<file path="config.mk">
export PLATFORM = sky130hd
export DESIGN_NAME = sdram_port_arb
export DESIGN_NICKNAME = d
export VERILOG_FILES = /design/src/rtl/sdram_port_arb.sv
export SDC_FILE = /design/constraint.sdc
export NUM_CORES = 1
export LEC_CHECK = 0
export CORE_UTILIZATION = 46
export DETAILED_ROUTE_END_ITERATION = 6
export PLACE_DENSITY = 0.86
export SETUP_SLACK_MARGIN = 0.1
export SLEW_MARGIN = 10
export SYNTH_ARGS = -nofsm -noshare
export SYNTH_HDL_FRONTEND = slang
export SYNTH_SLANG_ARGS = --single-unit
</file>
<file path="constraint.sdc">
create_clock -name clk -period 3.3 [get_ports clk]
set_input_delay 0.66 -clock clk [delete_from_list [all_inputs] [get_ports clk]]
set_output_delay 0.66 -clock clk [all_outputs]
set_load 0.005 [all_outputs]
</file>
<file path="src/rtl/sdram_port_arb.sv">
// Two-client arbiter (byte-wide CPU, word-wide loader) onto the SDRAM controller's toggle req/ack port.
// Optional one-entry CPU read cache enabled by defining SDRAM_ARB_RDCACHE_EN.
module sdram_port_arb (
    input  logic        clk,
    input  logic        init_n,
    input  logic        cpu_req,
    input  logic        cpu_we,
    input  logic [21:0] cpu_a,
    input  logic [7:0]  cpu_d,
    output logic [7:0]  cpu_q,
    output logic        cpu_rdy,
    input  logic        dl_req,
    input  logic [20:0] dl_a,
    input  logic [15:0] dl_d,
    output logic        dl_rdy,
    output logic        sd_req,
    input  logic        sd_ack,
    output logic        sd_we,
    output logic [20:0] sd_a,
    output logic [1:0]  sd_ds,
    output logic [15:0] sd_d,
    input  logic [15:0] sd_q
);

    localparam int unsigned AW = 21;
    localparam int unsigned DW = 16;
    localparam int unsigned BW = 8;

    typedef enum logic [1:0] {S_IDLE, S_WAIT, S_DONE} state_t;

    state_t          state, state_nxt;
    logic            rr_last_dl, rr_last_dl_nxt;
    logic            own_dl, own_dl_nxt;
    logic            op_rd, op_rd_nxt;
    logic            lo_sel, lo_sel_nxt;
    logic [DW-1:0]   rd_data, rd_data_nxt;
    logic            sd_req_nxt, sd_we_nxt;
    logic [AW-1:0]   sd_a_nxt;
    logic [1:0]      sd_ds_nxt;
    logic [DW-1:0]   sd_d_nxt;
    logic [BW-1:0]   cpu_q_nxt;
    logic            cpu_rdy_nxt, dl_rdy_nxt;
    logic            cpu_pend, dl_pend, cpu_win, cpu_hit;

`ifdef SDRAM_ARB_RDCACHE_EN
    logic [AW-1:0]   c_tag, c_tag_nxt;
    logic            c_vld, c_vld_nxt;
    logic [DW-1:0]   c_data, c_data_nxt;
    logic            c_hit, c_hit_nxt;

    assign cpu_hit = c_vld && !cpu_we && (c_tag == cpu_a[21:1]);
`else
    assign cpu_hit = 1'b0;
`endif

    // The client just served still holds req while its rdy is high; mask it for that cycle.
    assign cpu_pend = cpu_req && !cpu_rdy;
    assign dl_pend  = dl_req && !dl_rdy;
    assign cpu_win  = cpu_pend && (!dl_pend || rr_last_dl);

    always_comb begin
        state_nxt      = state;
        rr_last_dl_nxt = rr_last_dl;
        own_dl_nxt     = own_dl;
        op_rd_nxt      = op_rd;
        lo_sel_nxt     = lo_sel;
        rd_data_nxt    = rd_data;
        sd_req_nxt     = sd_req;
        sd_we_nxt      = sd_we;
        sd_a_nxt       = sd_a;
        sd_ds_nxt      = sd_ds;
        sd_d_nxt       = sd_d;
        cpu_q_nxt      = cpu_q;
        cpu_rdy_nxt    = 1'b0;
        dl_rdy_nxt     = 1'b0;
`ifdef SDRAM_ARB_RDCACHE_EN
        c_tag_nxt      = c_tag;
        c_vld_nxt      = c_vld;
        c_data_nxt     = c_data;
        c_hit_nxt      = c_hit;
`endif
        case (state)
            S_IDLE: begin
                // A req/ack mismatch left over from reset is realigned before anything is issued.
                if (sd_req != sd_ack) begin
                    sd_req_nxt = sd_ack;
                end else if (cpu_win) begin
                    rr_last_dl_nxt = 1'b0;
                    own_dl_nxt     = 1'b0;
                    op_rd_nxt      = !cpu_we;
                    lo_sel_nxt     = cpu_a[0];
`ifdef SDRAM_ARB_RDCACHE_EN
                    c_hit_nxt = cpu_hit;
                    if (cpu_we && (c_tag == cpu_a[21:1]))
                        c_vld_nxt = 1'b0;
                    if (cpu_hit)
                        rd_data_nxt = c_data;
`endif
                    if (cpu_hit) begin
                        state_nxt = S_DONE;
                    end else begin
                        sd_we_nxt  = cpu_we;
                        sd_a_nxt   = cpu_a[21:1];
                        sd_ds_nxt  = cpu_a[0] ? 2'b01 : 2'b10;
                        sd_d_nxt   = {cpu_d, cpu_d};
                        sd_req_nxt = !sd_req;
                        state_nxt  = S_WAIT;
                    end
                end else if (dl_pend) begin
                    rr_last_dl_nxt = 1'b1;
                    own_dl_nxt     = 1'b1;
                    op_rd_nxt      = 1'b0;
                    sd_we_nxt      = 1'b1;
                    sd_a_nxt       = dl_a;
                    sd_ds_nxt      = 2'b11;
                    sd_d_nxt       = dl_d;
                    sd_req_nxt     = !sd_req;
                    state_nxt      = S_WAIT;
`ifdef SDRAM_ARB_RDCACHE_EN
                    c_hit_nxt = 1'b0;
                    if (c_tag == dl_a)
                        c_vld_nxt = 1'b0;
`endif
                end
            end
            S_WAIT: begin
                if (sd_ack == sd_req) begin
                    rd_data_nxt = sd_q;
                    state_nxt   = S_DONE;
                end
            end
            S_DONE: begin
                state_nxt = S_IDLE;
                if (own_dl) begin
                    dl_rdy_nxt = 1'b1;
                end else begin
                    cpu_rdy_nxt = 1'b1;
                    if (op_rd) begin
                        cpu_q_nxt = lo_sel ? rd_data[7:0] : rd_data[15:8];
`ifdef SDRAM_ARB_RDCACHE_EN
                        if (!c_hit) begin
                            c_tag_nxt  = sd_a;
                            c_data_nxt = rd_data;
                            c_vld_nxt  = 1'b1;
                        end
`endif
                    end
                end
            end
            default: state_nxt = S_IDLE;
        endcase
    end

    always_ff @(posedge clk or negedge init_n) begin
        if (!init_n) begin
            state      <= S_IDLE;
            rr_last_dl <= 1'b1;
            own_dl     <= 1'b0;
            op_rd      <= 1'b0;
            lo_sel     <= 1'b0;
            rd_data    <= '0;
            sd_req     <= 1'b0;
            sd_we      <= 1'b0;
            sd_a       <= '0;
            sd_ds      <= 2'b00;
            sd_d       <= '0;
            cpu_q      <= '0;
            cpu_rdy    <= 1'b0;
            dl_rdy     <= 1'b0;
`ifdef SDRAM_ARB_RDCACHE_EN
            c_tag      <= '0;
            c_vld      <= 1'b0;
            c_data     <= '0;
            c_hit      <= 1'b0;
`endif
        end else begin
            state      <= state_nxt;
            rr_last_dl <= rr_last_dl_nxt;
            own_dl     <= own_dl_nxt;
            op_rd      <= op_rd_nxt;
            lo_sel     <= lo_sel_nxt;
            rd_data    <= rd_data_nxt;
            sd_req     <= sd_req_nxt;
            sd_we      <= sd_we_nxt;
            sd_a       <= sd_a_nxt;
            sd_ds      <= sd_ds_nxt;
            sd_d       <= sd_d_nxt;
            cpu_q      <= cpu_q_nxt;
            cpu_rdy    <= cpu_rdy_nxt;
            dl_rdy     <= dl_rdy_nxt;
`ifdef SDRAM_ARB_RDCACHE_EN
            c_tag      <= c_tag_nxt;
            c_vld      <= c_vld_nxt;
            c_data     <= c_data_nxt;
            c_hit      <= c_hit_nxt;
`endif
        end
    end

endmodule

</file>
==> results of run 1 <==
synth_stat cells, types with 2 or more instances:
| master | count | area [µm²] |
|---|---|---|
| a21oi_1 | 9 | 45.04 |
| o21ai_0 | 16 | 80.08 |
| mux2_2 | 16 | 180.2 |
| a2bb2oi_1 | 16 | 140.1 |
| o21a_1 | 2 | 15.01 |
| nor3b_1 | 2 | 15.01 |
| clkbuf_1 | 16 | 60.06 |
| mux2i_1 | 9 | 90.09 |
| dfrtp_1 | 72 | 1802 |
| buf_2 | 9 | 45.04 |
| or3_1 | 2 | 12.51 |
| nor4b_1 | 21 | 183.9 |
| a221oi_1 | 8 | 70.07 |
| o22a_1 | 3 | 26.28 |
| ha_1 | 2 | 25.02 |
| a221o_1 | 21 | 210.2 |
| inv_1 | 5 | 18.77 |
| and3b_1 | 9 | 78.83 |
| nor2_1 | 9 | 33.78 |
| nand2b_1 | 2 | 12.51 |
power breakdown:
part	switching [mW]	internal, mW	total (mW)
sequential	0.300	1.34	1.64
combinational	0.772	1.22	1.99
clock	0.307	0.384	0.692
total	1.38	2.94	4.32
layout by cell type, fill, tap and decap left out, types with 2 or more instances in the layout:
cell type        count
a21oi_1              9
nor4b_1             21
o21ai_0             16
ha_1                 2
o21a_1               2
nor2_1               9
clkbuf_8            11
o22a_1               3
mux2_2              16
and3b_1              9
clkdlybuf4s50_1    138
a2bb2oi_1           16
buf_4               12
or3_1                2
dfrtp_1             72
nand2b_1             2
inv_1                5
a221oi_1             8
nor3b_2              2
a221o_1             21
mux2i_1              9
clkinv_2             2
worst paths after layout:
| path | cells past startpoint | start | slack, ps | endpoint |
|---|---|---|---|---|
| min in group clk | 1 | rd_data[2] | 510 | rd_data[2] |
| max in group asynchronous | 1 | init_n | 2270 | rd_data[2] |
| worst max register to register | 7 | sd_req | 1140 | sd_d[0] |
| worst max-delay path | 8 | sd_ack | 730 | sd_d[0] |
| worst min-delay path | 1 | init_n | 440 | sd_d[15] |
| worst min register to register | 1 | rd_data[2] | 510 | rd_data[2] |
worst register-to-register path: cells and delay by family, from the launching register on:
| kind | cells | cell delay (ps) |
|---|---|---|
| buffers and inverters | 3 | 510 |
| AO/OA/AOI/OAI | 2 | 460 |
| AND/OR/NAND/NOR | 1 | 410 |
| flip-flops | 1 | 350 |
| adder cells (fa/ha/maj) | 1 | 350 |
metrics by stage:
stage	instance area [µm²]	hold slack [ps]	power, mW
floorplan	3282	364.4	2.651
global placement	4776	480.1	3.559
detailed placement	4776	487.4	3.631
CTS	4971	478.9	4.343
global route	4971	511.7	4.585
finish	4971	435.1	4.317
flip-flops by register name, summed over array words and instances, names as in the netlist:
name / cells
sd_we: 1
own_dl: 1
state: 2
rd_data: 16
op_rd: 1
sd_d: 16
lo_sel: 1
rr_last_dl: 1
sd_ds: 2
sd_req: 1
sd_a: 21
cpu_q: 8
dl_rdy: 1
cpu_rdy: 1
layer usage:
metal,global-route usage (%),up-vias
met3,7.524,15
met1,34.17,1426
met5,0,-
met2,39.47,138
li1,-,1288
met4,8.939,0
layout make-up:
cell class | count | area [µm²] | share of cell area [%]
Multi-Input combinational cell | 158 | 1338 | 26.91
Clock inverter | 3 | 40.04 | 0.8054
Sequential cell | 73 | 1828 | 36.77
Inverter | 5 | 18.77 | 0.3775
Tap cell | 96 | 120.1 | 2.416
Timing Repair Buffer | 150 | 1471 | 29.60
Clock buffer | 12 | 155.1 | 3.121
cells by family after synthesis:
logic type      after synthesis  share of synthesized area (%)
compound gates               81                          19.63
fa+ha+maj                     2                         0.7624
buf+inv                      31                          3.889
flops                        73                          55.70
mux                          26                          8.692
simple gates                 49                          11.32
==> results.toml, run 1 <==
[clock_network]
clk_pin_slew_worst_paths_ps = 70
clk_path_buf_depth = 2
cts-buffers-inserted = 9
cts-root-buf = "clkbuf_8"
postCtsResizedCells = 0
h-tree-depth = 3
clk_latency_ps = 340
cts_setup_buffers = 0
cts_tree = "done"
postCtsHoldBufs = 0
cts_sinks = 73

[floorplan]
start_util_pct = 48.04
die_h_um = 86.47
dieArea_um2 = 7476
core_um2 = 6832
rows = 30
pin_count = 140
fp.dieW_um = 86.47

[sta]
fin_tns_setup_ps = 0
fin_crit_sh_pct = 77.74
hold_violations = 0
slew_headroom_pct = 39.78
setup_viol = 0
tightestPinTransition_ps = 903.2
period_needed_ps = 2565
clock_skew_ps = 7.260
finalMaxSlewViolations = 0
fmax_mhz = 389.8
timing.final.ws_setup_ps = 734.6
grt_setup_unrepaired = "false"

[final_layout]
fill_cells = 511
final_util_pct = 72.77
area_growth_pct = 51.47
drive_gt1_share_pct = 12.47
final_cells = 497
nets = 488
num_antenna_cells = 0

[job]
drv_cap = 0

[critical_path]
cp_max_fo = 9
max_stage_delay_ps = 490
cp_top_family = "buffers and inverters"
crit_chain = "clkdlybuf4s50_1 > inv_1 > ha_1 > or3_1 > buf_4 > a21oi_2 > buf_4 > a2bb2oi_1"
worst_path_most_repeated_cell = "buf_4"
crit_type = "in2reg"
startpoint_type = "primary input"
crit_arrival_ps = 2820
critPathBufInv = 4
slowest_stage = "clkdlybuf4s50_1"
worstPathRequired_ps = 3550
cp-end-kind = "register"

[routing]
drtAntennaViolNets = 0
wl_met1_um = 3887
routed_via_density = 5.769
vias = 2867
dr_wl_met3_um = 930
routed_wirelength_um = 9101
maxUsedRoutingLayer = "met4"
met2_length_um = 4139
drt_first_pass_iters = 4
drc = 0
wl_per_cell_um = 18.31
first_iter_violations = 165

[power_and_ir_drop]
irDropWorstVdd_v = 0.0004194
powerDensity_nw_per_um2 = 868.5
leakagePower_nw = 2.033

[synth]
async_reset_ff_share_pct = 100.0
synth_seq_cells = 73
synth_edf_count = 0
ys_warn_count = 0
syn_avg_cell_area_um2 = 12.53
synth.distinct_cells = 33
synthCells = 262
synth_seq_area_share_pct = 55.70
syn_area_um2 = 3282
synth_fp_nets = 353
ys.flop_type = "dfrtp_1"

[place]
hpwl_um = 6440
globalplace.congestion = 0.8357
dp_cells = 482
dp_slack_ps = 379.5
port_buffers = 139

[outcome]
outcome = "completed"

[grt]
grt_pass1_vias = 2753
antenna_found_initial = 0
grt_usage_pct = 25.43
grt_pass1_wl_um = 14430
overflow = 0
grt_max_degree = 74

[min_path]
hp-class = "in2async"
Note: power is estimated with default switching activity, not from simulation.
==> run 2, diff against run 1 <==
- CORE_UTILIZATION: 46 -> 43
- PLACE_DENSITY: 0.86 -> 0.81
- clock period: 3.3 -> 2.7 ns (I/O delays scaled with it)
==> run 2 against run 1 <==
Effect of this change: via count fell by 2.0%; worst setup slack worse by 330 ps; clock power up 50%; worst hold slack lost 150 ps.
==> results.toml, run 2 (synthesis gave the netlist of run 1 again) <==
[outcome]
outcome = "completed"

[sta]
hold_violations = 0
fin_crit_sh_pct = 85.13
hold_ws_ps = 286.7
fmax_mhz = 435.1
period_needed_ps = 2298
tightestPinTransition_ps = 906.5
setup_viol = 0
clock_skew_ps = 7.855
grt_setup_unrepaired = "false"
fin_tns_setup_ps = 0
finalMaxSlewViolations = 0
slew_headroom_pct = 39.57

[power_and_ir_drop]
powerDensity_nw_per_um2 = 1094
irDropWorstVdd_v = 0.0005320
leakagePower_nw = 2.082

[place]
place_area_um2 = 4842
port_buffers = 139
hpwl_um = 6419
globalplace.congestion = 0.8367

[routing]
drc = 0
first_iter_violations = 95
wl_per_cell_um = 18.15
drt_first_pass_iters = 4
routed_wirelength_um = 9147
routed_via_density = 5.577
vias = 2811
drtAntennaViolNets = 0

[min_path]
hp-class = "in2async"

[job]
drv_cap = 0

[grt]
overflow = 0
grt_pass1_wl_um = 13790
grt_max_degree = 74
grt_usage_pct = 23.16
antenna_found_initial = 0
grt_pass1_vias = 2763

[final_layout]
final_cell_mix = "clkdlybuf4s50_1, dfrtp_1, nor4b_1, a221o_1"
reg_top3 = "sd_a (21), rd_data (16), sd_d (16)"
nets = 491
num_antenna_cells = 0
final_common_cell = "clkdlybuf4s50_1"
final_area_um2 = 5085
area_growth_pct = 54.94
regMostFlops = "sd_a"
largest_reg_flops = 21
drive_gt1_share_pct = 13.83
fill_cells = 507

[clock_network]
clk_latency_ps = 350
postCtsHoldBufs = 0
cts_setup_buffers = 0
cts-buffers-inserted = 9
postCtsResizedCells = 0
clk_path_buf_depth = 2
cts_sinks = 73
cts-root-buf = "clkbuf_8"
h-tree-depth = 3
cts_tree = "done"
clk_pin_slew_worst_paths_ps = 80

[critical_path]
slowest_stage = "clkdlybuf4s50_1"
cp-end-kind = "register"
cp_max_fo = 30
crit_type = "in2reg"
startpoint_type = "primary input"
crit_chain = "clkdlybuf4s50_1 > inv_1 > ha_1 > or3_1 > buf_4 > a21oi_2 > buf_4 > a2bb2oi_1"
crit_arrival_ps = 2570
max_stage_delay_ps = 480
worstPathRequired_ps = 2970
worst_path_most_repeated_cell = "buf_4"

[floorplan]
dieArea_um2 = 7986
start_util_pct = 44.77
die_h_um = 89.37
pin_count = 140
core_um2 = 7331
fp.dieW_um = 89.37
rows = 31
## run 2: cell types whose count changed in the layout (fill, tap and decap cells not counted), sizes merged
cell    change
bufinv      +2
clkinv      +1
clkbuf      -2
buf         +3
## run 2: routing by layer
| layer | vias up | share of wire (%) | global-route usage [%] |
|---|---|---|---|
| met3 | 17 | 9.3 | 6.925 |
| met1 | 1380 | 41 | 27.85 |
| met5 | - | 0 | 0 |
| li1 | 1295 | - | - |
| met4 | 0 | 2.1 | 9.524 |
| met2 | 119 | 48 | 38.93 |
## run 2: final timing paths
path,startpoint,to,slack (ps),cells after the start
worst max-delay path,sd_ack,sd_d[2],400,8
worst min-delay path,init_n,sd_a[14],290,1
max in group asynchronous,init_n,rd_data[13],1780,1
worst max register to register,sd_req,sd_d[2],680,7
worst min register to register,op_rd,op_rd,490,1
min in group clk,op_rd,op_rd,490,1
## run 2: power breakdown
group,internal (mW),switching [mW]
Sequential,1.63,0.354
Combinational,1.55,0.986
Clock,0.634,0.402
## run 2: worst max-delay path, delay by kind of cell
family	cells	cell delay, ps
adders and majority gates	1	280
AOI/OAI and AO/OA	2	350
and+or+nand+nor	1	370
buffers and inverters	4	1010
## run 2: cell type report
class	count	area [µm²]	area share [%]
Sequential cell	73	1828	35.95
Timing Repair Buffer	153	1531	30.12
Multi-Input combinational cell	158	1340	26.35
Clock buffer	10	137.6	2.707
Tap cell	99	123.9	2.436
Clock inverter	6	105.1	2.067
Inverter	5	18.77	0.3691
## run 2: per-stage QoR
stage	setup slack (ps)	power [mW]	std cells	utilization, %
after floorplan	479.6	3.240	262	-
after global placement	87.13	4.467	488	66.05
after detailed placement	38.03	4.549	488	66.05
after CTS	406.4	5.601	504	69.36
after global routing	287.4	5.914	504	69.36
final	401.5	5.562	504	69.36
==> run 3, diff against run 2 <==
- RECOVER_POWER: unset -> 100
==> run 3 against run 2 <==
Effect of this change: the run now ends with capacitance limit, slew limit left; largest power group unchanged; wire length is 0.22% lower; combinational power is 7% lower; sequential power hardly changed; cell count stayed put; critical endpoint unchanged; flip-flop and latch count stayed put.
==> results.toml, run 3 (synthesis gave the netlist of run 1 again) <==
[outcome]
outcome = "finished with violations"
violations = "capacitance limit, slew limit"

[critical_path]
r2r_slack_ps = 650
crit_chain = "dlygate4sd3_1 > inv_1 > ha_1 > or3_1 > buf_4 > a21oi_1 > buf_4 > a2bb2oi_1"
crit_type = "in2reg"
r2r-start = "sd_req"
cp-end-kind = "register"
crit_arrival_ps = 2680
slowest_stage = "dlygate4sd3_1"
cp_max_fo = 30
startpoint_type = "primary input"
worstPathRequired_ps = 2970
worst_path_most_repeated_cell = "buf_4"
max_stage_delay_ps = 550
crit_start = "sd_ack"

[sta]
grt_setup_unrepaired = "false"
clock_skew_ps = 7.566
finalMaxSlewViolations = 74
fmax_mhz = 415.2
fin_crit_sh_pct = 89.20
fin_tns_setup_ps = 0
period_needed_ps = 2408
hold_violations = 0
tightestPinTransition_ps = 1771
setup_viol = 0
slew_headroom_pct = -18.07

[power_and_ir_drop]
p_seq_share_pct = 36.6
power_mw = 5.373
irDropWorstVdd_v = 0.0005247
p_sw_share_pct = 31.85
power.share.clock_pct = 19.3
pwr-share-comb_pct = 44.1
p_switching_mw = 1.711
leakagePower_nw = 2.101
p_int_mw = 3.661
powerDensity_nw_per_um2 = 1063

[final_layout]
drive_gt1_share_pct = 12.10
final_common_cell = "clkdlybuf4s50_1"
regMostFlops = "sd_a"
final_cell_mix = "clkdlybuf4s50_1, dfrtp_1, dlygate4sd3_1"
fill_cells = 516
multi_input_area_um2 = 1321
nets = 491
seq_area_um2 = 1828
num_antenna_cells = 0
largest_reg_flops = 21
reg_top3 = "sd_a (21), rd_data (16), sd_d (16)"
area_growth_pct = 53.95

[clock_network]
clk_pin_slew_worst_paths_ps = 80
postCtsResizedCells = 0
postCtsHoldBufs = 0
cts-root-buf = "clkbuf_8"
cts-buffers-inserted = 9
cts_sinks = 73
clk_latency_ps = 350
h-tree-depth = 3
cts_setup_buffers = 0
cts_tree = "done"
clk_path_buf_depth = 2

[floorplan]
pin_count = 140
fp.dieW_um = 89.37
core_um2 = 7331
rows = 31
dieArea_um2 = 7986
start_util_pct = 44.77
die_h_um = 89.37

[grt]
overflow = 0
grt_pass1_wl_um = 13790
antenna_found_initial = 0
grt_usage_pct = 23.16
grt_max_degree = 74
grt_pass1_vias = 2763

[place]
port_buffers = 139
globalplace.congestion = 0.8367
hpwl_um = 6419

[routing]
drc = 0
vias = 2844
routed_wirelength_um = 9127
drtAntennaViolNets = 0
drt_first_pass_iters = 4
wl_per_cell_um = 18.11
first_iter_violations = 104
routed_via_density = 5.643

[min_path]
hold_start = "op_rd"
hp-class = "reg2reg"

[job]
drv_cap = 1
## run 3: cell types whose count changed in the layout (fill, tap and decap cells not counted), sizes merged
cell,previous run,this run
clkdlybuf4s50,138,86
dlygate4sd3,0,52
buf,15,11
clkbuf,10,14
## run 3: stage by stage
stage	hold slack (ps)	utilization (%)	instances	worst slack, ps	area, µm²
floorplan	244.4	-	262	479.6	3282
global placement	474.0	66.05	488	87.13	4842
CTS	347.5	69.36	504	406.4	5085
finish	486.0	68.92	504	291.7	5052
detailed placement	471.7	66.05	488	38.03	4842
global route	510.8	68.92	504	168.4	5052
## run 3: path summary, 6_finish.rpt
path / to / cells past startpoint
setup / recovery: sd_d[2] / 8
hold / removal: op_rd / 1
setup reg to reg: sd_d[2] / 7
hold reg to reg: op_rd / 1
max in group asynchronous: dl_rdy / 1
min in group asynchronous: sd_a[14] / 1
## run 3: worst max-delay path: cells and delay by family
family                   cells  cell delay [ps]
AO/OA/AOI/OAI                2              380
adder cells (fa/ha/maj)      1              280
buffers and inverters        4             1110
AND/OR/NAND/NOR              1              370
## run 3: cell type report
class	count	share of cell area (%)
tap	99	2.452
sequential	73	36.18
clock buffer	10	2.724
clock inverter	6	2.080
timing repair buffer	153	30.04
multi-input combinational	158	26.15
inverter	5	0.3715
## run 3: power groups by stage
stage	Clock, mW	Sequential [mW]	Combinational [mW]
global route	1.10	2.04	2.59
global placement	0	1.98	2.48
finish	1.03	1.97	2.37
floorplan	0	1.94	1.30
CTS	1.05	1.99	2.56
detailed placement	0	2.00	2.55
## run 3: per-layer routing
| layer | up-vias | GRT usage, % | part of all wire, % |
|---|---|---|---|
| met2 | 122 | 38.93 | 48 |
| met4 | 0 | 9.524 | 2.2 |
| met3 | 16 | 6.925 | 8.9 |
| met5 | - | 0 | 0 |
| met1 | 1408 | 27.85 | 41 |
| li1 | 1298 | - | - |
==> RTL edit: new RTL, flow settings as in run 3 <==
Build with the macro `SDRAM_ARB_RDCACHE_EN` defined.
--- a/src/rtl/sdram_port_arb.sv
+++ b/src/rtl/sdram_port_arb.sv
@@ -2,2 +2,4 @@
 // Optional one-entry CPU read cache enabled by defining SDRAM_ARB_RDCACHE_EN.
+`define SDRAM_ARB_RDCACHE_EN
+
 module sdram_port_arb (
Formal check against the unedited RTL: not equivalent (a bounded check fails within 10 cycles, from zero or initial values).
==> RTL edit against run 3 <==
The flow still finishes with violations (max-capacitance violations, max-slew violations); hold slack gained 0.019 ns; synthesized cell count grew 82%; routed wire length grew 53%; via count grew 45%; power grew 40%; sequential cell count grew 39; worst setup slack lost 0.15 ns; design area grew 50%; register-to-register slack lost 0.46 ns; area after synthesis grew 66%; largest power group unchanged.
==> RTL edit: results (changes against run 3) <==
metric	value	unit	change
outcome	complete, but fails checks		
violations	max-capacitance violations, max-slew violations		
cp_top_family	simple AND/OR/NAND/NOR gates		
r2r_end	rd_data[15]$_DFFE_PN0P_		
met1_usage	26.10	%	-1.8 points
dpl.cell_count	782		+60%
placed_area	7146	µm²	+48%
nFillCells	971		+88%
wl_met3	734	µm	-9.2%
leakage	3.595	nW	+71%
top_regs	c_tag (21), sd_a (21)		
rr_worst_depth	9		+2
wl_met2	7146	µm	+63%
timing.reg2reg.setup_slack	0.19	ns	-0.46 ns
powerDensity	994.4	nW/µm²	-6.5%
synth.avg_cell_area	11.44	µm²	-8.7%
whs	0.5046	ns	+0.01854 ns
syn_nets	567		+61%
maxCapViolations	1		unchanged
min_to	sd_d[9]$_DFFE_PN0P_		
irDropWorstVdd	0.5438	mV	+3.6%
yosysSeqAreaShare	51.48	%	-4.2 points
worstPathArrival	2.79	ns	+0.11 ns
hp-start	sd_d[9]$_DFFE_PN0P_		
p_sw_share	33.68	%	+1.8 points
grtUsageTotal	21.99	%	-1.2 points
route.vias.total	4118		+45%
p_comb_share	43.0	%	-1.1 points
drtIter0Drc	154		+48%
synth-compound-area-share	2.665	%	-17 points
drv_slew	37		-50%
grt_pass1_vias	4452		+61%
synthTopCellsByCount	dfrtp_1, nand2_1, mux2_2		
netlist_top_cells_area	dfrtp_1, mux2_2, nand2_1		
root_buffer	clkbuf_16		
endpoint	sd_d[1]$_DFFE_PN0P_		
dp_slack	-0.5413	ns	-0.5793 ns
globalplace.congestion	0.8167		-2.4%
drt-total-wl	13940	µm	+53%
fin_skew	0.01239	ns	+0.004820 ns
cp_slowest_cell	nor2_4		
grt_use_met3	4.870	%	-2.1 points
cp_max_fo	20		-33%
RTL edit: cell count changes in the layout (fill, tap and decap cells not counted), sizes merged, moves of 9 or more:
cell / run 3 / this run
a221o: 21 / 0
xor2: 0 / 20
dlymetal6s2s: 0 / 9
nor4b: 21 / 0
a2bb2oi: 16 / 0
mux2: 17 / 109
o21ai: 16 / 5
nand2: 1 / 109
dfrtp: 72 / 111
xnor2: 0 / 22
clkdlybuf4s50: 86 / 72
RTL edit: final cells by class:
cell class | count | share of cell area [%]
multi-input cells | 339 | 34.28
repair buffers | 165 | 21.51
flip-flops and latches | 112 | 37.11
clock buffers | 9 | 2.981
clock inverters | 7 | 1.077
well taps | 168 | 2.782
inverters | 5 | 0.2484
RTL edit: repair_timing:
item	CTS	global route
endpoints found under the setup margin	55	36
cloned	2	2
buffers inserted	3	0
pin swaps	5	7
resized for setup	12	12
